File: src/rtl/uart_tx_pkg.sv
// Shared encodings for the UART TX frame sequencer, serializer, parity calculator and output mux.
// Holds only constants; it adds no logic and no latency.
package uart_tx_pkg;

  localparam logic [2:0] ST_IDLE   = 3'd0;
  localparam logic [2:0] ST_START  = 3'd1;
  localparam logic [2:0] ST_DATA   = 3'd2;
  localparam logic [2:0] ST_PARITY = 3'd3;
  localparam logic [2:0] ST_STOP   = 3'd4;

  localparam logic [1:0] MUX_START = 2'b00;
  localparam logic [1:0] MUX_STOP  = 2'b01;
  localparam logic [1:0] MUX_DATA  = 2'b10;
  localparam logic [1:0] MUX_PAR   = 2'b11;

endpackage

File: src/rtl/uart_tx_bit_cnt.sv
// Data-bit counter: clears, increments once per cycle and saturates at Data_Width-1.
// The count is registered, so a change is visible one cycle after clear or increment.
module uart_tx_bit_cnt #(
  parameter int Data_Width = 8
) (
  input  logic                          CLK,
  input  logic                          RST,
  input  logic                          i_clr,
  input  logic                          i_inc,
  output logic [$clog2(Data_Width)-1:0] o_cnt,
  output logic                          o_done
);

  localparam int            CW   = $clog2(Data_Width);
  localparam logic [CW-1:0] LAST = CW'(Data_Width - 1);

  logic [CW-1:0] r_cnt;

  always_ff @(posedge CLK or negedge RST) begin
    if (!RST) begin
      r_cnt <= '0;
    end else if (i_clr) begin
      r_cnt <= '0;
    end else if (i_inc && (r_cnt != LAST)) begin
      r_cnt <= r_cnt + CW'(1);
    end
  end

  assign o_cnt  = r_cnt;
  assign o_done = (r_cnt == LAST);

endmodule

File: src/rtl/uart_tx_ctrl.sv
// UART TX frame sequencer (Moore): start, Data_Width data bits, optional parity, stop.
// A request is taken only while Busy=0, so there is at least one idle cycle between frames.
module uart_tx_ctrl
  import uart_tx_pkg::*;
#(
  parameter int Data_Width = 8
) (
  input  logic                          CLK,
  input  logic                          RST,
  input  logic                          Data_Valid,
  input  logic                          PAR_EN,
  output logic                          Ser_En,
  output logic [1:0]                    Mux_Sel,
  output logic [$clog2(Data_Width)-1:0] Bit_Idx,
  output logic                          Busy
);

  localparam int CW = $clog2(Data_Width);

  logic [2:0]    r_state;
  logic [2:0]    w_next;
  logic          r_par_en_q;
  logic          w_accept;
  logic          w_cnt_clr;
  logic          w_cnt_inc;
  logic          w_cnt_done;
  logic [CW-1:0] w_cnt;

  assign w_accept  = (r_state == ST_IDLE) && Data_Valid;
  assign w_cnt_clr = (r_state == ST_START);
  assign w_cnt_inc = (r_state == ST_DATA);

  uart_tx_bit_cnt #(
    .Data_Width (Data_Width)
  ) u_bit_cnt (
    .CLK    (CLK),
    .RST    (RST),
    .i_clr  (w_cnt_clr),
    .i_inc  (w_cnt_inc),
    .o_cnt  (w_cnt),
    .o_done (w_cnt_done)
  );

  // Parity enable is frozen at acceptance so a mid-frame PAR_EN change cannot alter the frame.
  always_ff @(posedge CLK or negedge RST) begin
    if (!RST) begin
      r_state    <= ST_IDLE;
      r_par_en_q <= 1'b0;
    end else begin
      r_state <= w_next;
      if (w_accept) begin
        r_par_en_q <= PAR_EN;
      end
    end
  end

  always_comb begin
    w_next = ST_IDLE;
    case (r_state)
      ST_IDLE:   w_next = w_accept ? ST_START : ST_IDLE;
      ST_START:  w_next = ST_DATA;
      ST_DATA:   w_next = w_cnt_done ? (r_par_en_q ? ST_PARITY : ST_STOP) : ST_DATA;
      ST_PARITY: w_next = ST_STOP;
      ST_STOP:   w_next = ST_IDLE;
      default:   w_next = ST_IDLE;
    endcase
  end

  always_comb begin
    Mux_Sel = MUX_STOP;
    Busy    = 1'b1;
    Ser_En  = 1'b0;
    Bit_Idx = '0;
    case (r_state)
      ST_START:  Mux_Sel = MUX_START;
      ST_DATA: begin
        Mux_Sel = MUX_DATA;
        Ser_En  = 1'b1;
        Bit_Idx = w_cnt;
      end
      ST_PARITY: Mux_Sel = MUX_PAR;
      ST_STOP:   Mux_Sel = MUX_STOP;
      default:   Busy    = 1'b0;
    endcase
  end

endmodule

File: config.mk
export PLATFORM = sky130hd
export DESIGN_NAME = uart_tx_ctrl
export DESIGN_NICKNAME = d
export VERILOG_FILES = /design/src/rtl/uart_tx_pkg.sv /design/src/rtl/uart_tx_bit_cnt.sv /design/src/rtl/uart_tx_ctrl.sv
export SDC_FILE = /design/constraint.sdc
export NUM_CORES = 1
export LEC_CHECK = 0
export ABC_CLOCK_PERIOD_IN_PS = 3890
export BUFFER_PORTS_ARGS = -buffer_cell sky130_fd_sc_hd__buf_2
export CAP_MARGIN = 40
export CORE_AREA = 2 2 39 41
export DETAILED_ROUTE_END_ITERATION = 10
export DIE_AREA = 0 0 41 43
export PLACE_DENSITY_LB_ADDON = 0.15
export REMOVE_ABC_BUFFERS = 1
export SLEW_MARGIN = 25
export SYNTH_ARGS = -nofsm -noshare
export SYNTH_HDL_FRONTEND = slang
export SYNTH_SLANG_ARGS = --single-unit
export TNS_END_PERCENT = 10
File: constraint.sdc
create_clock -name CLK -period 3.89 [get_ports CLK]
set_clock_uncertainty 0.2 [all_clocks]
set_input_delay 0.778 -clock CLK [delete_from_list [all_inputs] [get_ports CLK]]
set_output_delay 0.778 -clock CLK [all_outputs]
set_load 0.1 [all_outputs]
==> results of run 1 <==
==> placed cells by master, fill, tap and decap left out, drive strengths merged <==
cell / netlist / final
a21o: 2 / 2
a21oi: 3 / 3
a22o: 1 / 1
a22oi: 2 / 2
and2: 3 / 3
and2b: 1 / 1
and3: 1 / 1
buf: 2 / 10
clkbuf: 0 / 4
dfrtp: 7 / 7
ha: 2 / 2
inv: 2 / 2
mux2: 1 / 1
nand2: 2 / 2
nand2b: 1 / 1
nor2: 3 / 3
nor3: 3 / 3
nor4b: 1 / 1
o21ai: 1 / 1
o21bai: 1 / 1
o2bb2ai: 2 / 2
xnor2: 1 / 1
==> registers in the layout, summed over array words and instances (netlist names) <==
register,count
u_bit_cnt.o_cnt,3
r_state,3
r_par_en_q,1
==> layout make-up <==
cell class | instances | area [sq um]
Inverter | 2 | 7.51
Sequential cell | 7 | 175
Clock buffer | 4 | 26.3
Multi-Input combinational cell | 31 | 236
Tap cell | 16 | 20.0
Timing Repair Buffer | 10 | 50.0
Fill cell | 149 | 868
==> logic make-up (layout without fill, tap and decap cells) <==
logic type,count (synthesis),after routing
simple gates,15,15
compound gates,12,12
flops,7,7
buf+inv,4,16
fa+ha+maj,2,2
xor+xnor,1,1
mux,1,1
==> per-stage QoR <==
stage / instance area (sq um) / cells / hold slack (ns)
finish: 515 / 70 / 0.151
global route: 515 / 70 / 0.147
CTS: 515 / 70 / 0.142
detailed placement: 489 / 66 / 0.350
global placement: 489 / 66 / 0.339
floorplan: 419 / 40 / 0.282
==> layer usage <==
layer | track usage, % | share of wire (%) | routed length, um
met3 | 7.85 | 6.0 | 49
met5 | 0 | 0 | 0
met4 | 4.00 | 0 | 0
met2 | 15.0 | 46 | 372
met1 | 16.4 | 48 | 395
==> worst max-delay path by stage <==
stage                    start    endpoint  slack, ns  cells past startpoint
floorplan           r_state[0]  Bit_Idx[0]       0.56                      3
global placement    r_state[0]  Bit_Idx[0]       1.55                      4
detailed placement  r_state[0]  Bit_Idx[1]       1.53                      4
CTS                 r_state[0]  Bit_Idx[1]       1.25                      4
global route        r_state[0]  Bit_Idx[1]       1.17                      4
finish              r_state[0]  Bit_Idx[1]       1.28                      4
==> metrics.csv, run 1 <==
stage;metric;value;unit
place;HPWL Detailed;640;um
setup_path;Worst Path Max Fanout;11;
sta;period utilization;67.2;%
clocking;TritonCTS Sinks;7;
grt;vias in the first global route;321;
die;die height;43;um
route;detailed-route vias per instance;4.89;
die;Die X;41;um
setup_path;reg-to-reg critical path startpoint;u_bit_cnt.o_cnt[0];
setup_path;Buf+Inv Stages, Crit Path;1;
clocking;root buf cell;clkbuf_4;
setup_path;endpoint type of the worst setup path;primary output;
route;drt total wl;817;um
sta;post-route setup TNS;0;ns
route;Routed wire per std cell;11.7;um
synth;Synth Warn #;0;
final_layout;synth-to-layout area growth;18.4;%
die;Core Area;1380;sq um
synth;Cells after Synth;42;
setup_path;worst path cell trace;nand2b_4 > nor2_2 > and2_1 > buf_2;
final_layout;Ant. Diodes;0;
synth;mapped cell area;435;sq um
synth;Post-synth EDFFs;0;
final_layout;nets;61;
place;gpl congestion;0.698;
synth;post-synthesis compound-gate area fraction;20.1;%
job;maximum capacitance violations;0;
sta;RSZ-0062 raised after global routing;no;
synth;Simple-Gate Fraction of Synth Area;23.9;%
outcome;status;completed;
clocking;clk slew on worst S/H paths;0.06;ns
clocking;clk buf depth;2;
setup_path;CP arrival;1.64;ns
synth;largest family of logic cells by synthesized area;simple AND/OR/NAND/NOR gates;
setup_path;Top delay family on crit path;flip-flops;
setup_path;Slowest cell on crit path;dfrtp_1;
place;Port Buffers;10;
synth;area leader, netlist;dfrtp_1;
synth;mux contribution to synthesized area;2.59;%
min_path;HP Class;input port to async pin;
die;# rows;14;
die;starting density of the core;31.5;%
grt;first-pass GRT wire length;1380;um
sta;Slew @ Worst Pin;0.484;ns
setup_path;r2r setup slk;2.17;ns
synth;Seq/Total Area, Yosys;40.2;%
grt;total grt overflow;0;
setup_path;CP Data Required Time;2.91;ns
synth;Yosys top cell area share;40.2;%
die;I/O pins;11;
clocking;H-tree levels;1;
synth;Post-Syn Area per Cell;10.4;sq um
clocking;Setup Fix Bufs, Post-CTS;0;
synth;adder-cell share of the synthesized area;5.75;%
final_layout;share of layout cells above drive strength 1;37.0;%
die;Die ar.;1760;sq um
clocking;post-cts sizing count;0;
route;DR iter-0 viols;3;
route;DR vias;342;
sta;post-route minimum period;2.61;ns
setup_path;Worst path max stage delay;0.50;ns
sta;maximum clock frequency;0.383;GHz
setup_path;reg-to-reg endpoint;u_bit_cnt.o_cnt[0];
setup_path;Crit Path Class;flip-flop to primary output;
route;Initial DRT Pass Iterations;2;
place;Setup Slack @ Placement;1.53;ns
grt;All-Layer GR Usage;12.0;%
final_layout;post-layout util;37.3;%
synth;top cells by count, synth;dfrtp_1 (7), a21oi_1 (3), and2_1 (3);
clocking;cts bufs inserted;3;
sta;count of final hold-check violations;0;
synth;most numerous cell in the Yosys netlist;dfrtp_1;
sta;Finish-stage setup viols;0;
setup_path;crit start category;flip-flop;
route;DRC viols;0;
clocking;TritonCTS clock tree;yes;
sta;final worst setup slack;1.28;ns
synth;Netlist cell types;24;
sta;final slew viol count;0;
clocking;clk_lat worst skew;0.25;ns
grt;largest net degree at the start of global routing;12;
synth;Synth async-reset ratio;100;%
setup_path;R2R cell count;5;
synth;main flop type after synthesis;dfrtp_1;
synth;Area contributors post-synth;dfrtp_1 (40%), ha_1 (5.7%), and2_1 (4.3%);
grt;initial antenna violation count;0;
clocking;CTS Hold Buffers Added;0;
route;DRT antenna net count;0;
synth;Synth Area in XOR/XNOR;2.01;%
sta;Worst slew margin;68.0;%
synth;Yosys reg bits;7;
Power of run 1 is left out: the tool's default activity adds up to more than one toggle a clock period on the data nets, which glitch-free logic cannot reach.
==> inputs of run 2 (changes only) <==
--- a/config.mk
+++ b/config.mk
@@ -5,7 +5,7 @@
 export SDC_FILE = /design/constraint.sdc
 export NUM_CORES = 1
 export LEC_CHECK = 0
-export ABC_CLOCK_PERIOD_IN_PS = 3890
+export ABC_CLOCK_PERIOD_IN_PS = 2100
 export BUFFER_PORTS_ARGS = -buffer_cell sky130_fd_sc_hd__buf_2
 export CAP_MARGIN = 40
 export CORE_AREA = 2 2 39 41
==> constraint.sdc (replaced) <==
create_clock -name CLK -period 2.1 [get_ports CLK]
set_clock_uncertainty 0.2 [all_clocks]
set_input_delay 0.42 -clock CLK [delete_from_list [all_inputs] [get_ports CLK]]
set_output_delay 0.42 -clock CLK [all_outputs]
set_load 0.1 [all_outputs]
==> run 2 against run 1 <==
Setup slack worse by 1.2 ns. Critical path depth down 1. Utilization up 9.3 points. Count of clock-buffer cells in the layout unchanged. Critical endpoint is now Bit_Idx[2]. Hold slack better by 0.028 ns. Non-clock buffer count up 2.
==> metrics.csv, run 2 (synthesized netlist as in run 1, its figures left out) <==
stage;metric;value;unit;change
outcome;status;completed;;unchanged
clocking;TritonCTS clock tree;yes;;unchanged
clocking;clk_lat worst skew;0.25;ns;about the same
die;die height;43;um;unchanged
route;DRT antenna net count;0;;unchanged
sta;final slew viol count;0;;unchanged
route;Initial DRT Pass Iterations;4;;was 2
grt;vias in the first global route;339;;was 321
clocking;H-tree levels;1;;unchanged
min_path;HP Class;input port to flip-flop;;was input port to async pin
sta;worst hold slack;0.179;ns;was 0.151 ns
final_layout;synth-to-layout area growth;48.0;%;was 18.4%
place;gpl congestion;0.763;;was 0.698
sta;count of final hold-check violations;0;;unchanged
final_layout;commonest non-fill, non-tap cell in the layout;buf_12;;was buf_2
sta;post-route minimum period;1.98;ns;
die;# rows;14;;unchanged
final_layout;final instance area;644;sq um;was 515 sq um
clocking;clk slew on worst S/H paths;0.05;ns;was 0.06 ns
route;detailed-route vias per instance;4.97;;was 4.89
setup_path;crit start category;flip-flop;;unchanged
final_layout;Final Instance Count excl. Fillers;72;;was 70
route;DRC viols;0;;unchanged
place;Placement Cell Area;602;sq um;was 489 sq um
sta;Slew @ Worst Pin;0.415;ns;was 0.484 ns
final_layout;share of layout cells above drive strength 1;39.3;%;was 37.0%
setup_path;Crit Path Class;flip-flop to primary output;;unchanged
setup_path;worst path cell trace;nor2_4 > and2_1 > buf_12;;was nand2b_4 > nor2_2 > and2_1 > buf_2
die;I/O pins;11;;unchanged
clocking;root buf cell;clkbuf_4;;unchanged
die;Die X;41;um;unchanged
place;DP Cell Count;67;;was 66
setup_path;Slowest cell on crit path;dfrtp_1;;unchanged
grt;All-Layer GR Usage;12.2;%;was 12.0%
route;drt total wl;856;um;was 817 um
setup_path;CP arrival;1.36;ns;was 1.64 ns
place;Port Buffers;10;;unchanged
clocking;clk buf depth;2;;unchanged
final_layout;Ant. Diodes;0;;unchanged
die;Core Area;1380;sq um;unchanged
final_layout;commonest non-fill, non-tap cells in the layout;buf_12 (7), dfrtp_1 (6);;was buf_2 (10), dfrtp_1 (7), a21oi_1 (3), and2_1 (3), clkbuf_4 (3)
route;Routed wire per std cell;11.9;um;was 11.7 um
grt;largest net degree at the start of global routing;11;;was 12
final_layout;nets;63;;was 61
grt;total grt overflow;0;;unchanged
sta;Finish-stage setup viols;0;;unchanged
grt;initial antenna violation count;0;;unchanged
setup_path;R2R cell count;5;;unchanged
place;HPWL Detailed;663;um;was 640 um
sta;post-route setup TNS;0;ns;unchanged
setup_path;endpoint type of the worst setup path;primary output;;unchanged
route;DR iter-0 viols;11;;was 3
setup_path;Worst Path Max Fanout;10;;was 11
grt;first-pass GRT wire length;1390;um;was 1380 um
sta;RSZ-0062 raised after global routing;no;;unchanged
min_path;hold path depth;3;;
route;DR vias;358;;was 342
clocking;TritonCTS Sinks;7;;unchanged
sta;Worst slew margin;72.4;%;was 68.0%
clocking;cts bufs inserted;3;;unchanged
die;starting density of the core;31.5;%;unchanged
setup_path;Worst path max stage delay;0.52;ns;was 0.50 ns
die;Die ar.;1760;sq um;unchanged
sta;period utilization;94.2;%;
clocking;Setup Fix Bufs, Post-CTS;0;;unchanged
sta;maximum clock frequency;0.506;GHz;
setup_path;CP Data Required Time;1.48;ns;was 2.91 ns
job;maximum capacitance violations;0;;unchanged
-- run 2: per-layer routing --
layer	up-vias	share of wire (%)	wire length (um)	track usage (%)
met5	-	0	0	0
met4	0	0	0	0
li1	178	-	-	-
met3	0	7.9	68	9.42
met1	169	43	369	14.2
met2	11	49	418	18.8
-- run 2: repair_timing --
action | CTS | global route
resized for setup | 0 | 2
setup endpoints to repair | 0 | 3
hold buffers | 1 | 0
endpoints found under the hold margin | 7 | 0
-- run 2: final timing paths --
kind                                    startpoint                 end  slack (ns)
worst max-delay path                    r_state[2]          Bit_Idx[2]        0.12
worst min-delay path                        PAR_EN          r_par_en_q        0.18
worst max register to register  u_bit_cnt.o_cnt[0]  u_bit_cnt.o_cnt[0]        0.40
worst min register to register  u_bit_cnt.o_cnt[1]  u_bit_cnt.o_cnt[1]        0.35
max in group asynchronous                      RST          r_state[1]        1.21
min in group asynchronous                      RST  u_bit_cnt.o_cnt[1]        0.33
-- run 2: final cells by class --
| class | count | area [sq um] |
|---|---|---|
| well taps | 16 | 20.0 |
| repair buffers | 12 | 173 |
| multi-input cells | 31 | 241 |
| flip-flops and latches | 7 | 176 |
| clock buffers | 4 | 26.3 |
| inverters | 2 | 7.51 |
| fillers | 134 | 739 |
-- run 2: critical path: cells and delay by family, from the launching register on --
kind	cells	cell delay, ns
DFF	1	0.52
and+or+nand+nor	2	0.41
buffers and inverters	1	0.18
-- run 2: per-stage QoR --
step | worst slack (ns) | util (%)
5_1_grt | 0.0412 | 46.6
2_1_floorplan | -0.873 | -
3_5_place_dp | 0.329 | 43.5
3_3_place_gp | 0.325 | 43.5
6_report | 0.122 | 46.6
4_1_cts | 0.0516 | 46.1
Power of run 2 is left out for the same reason.
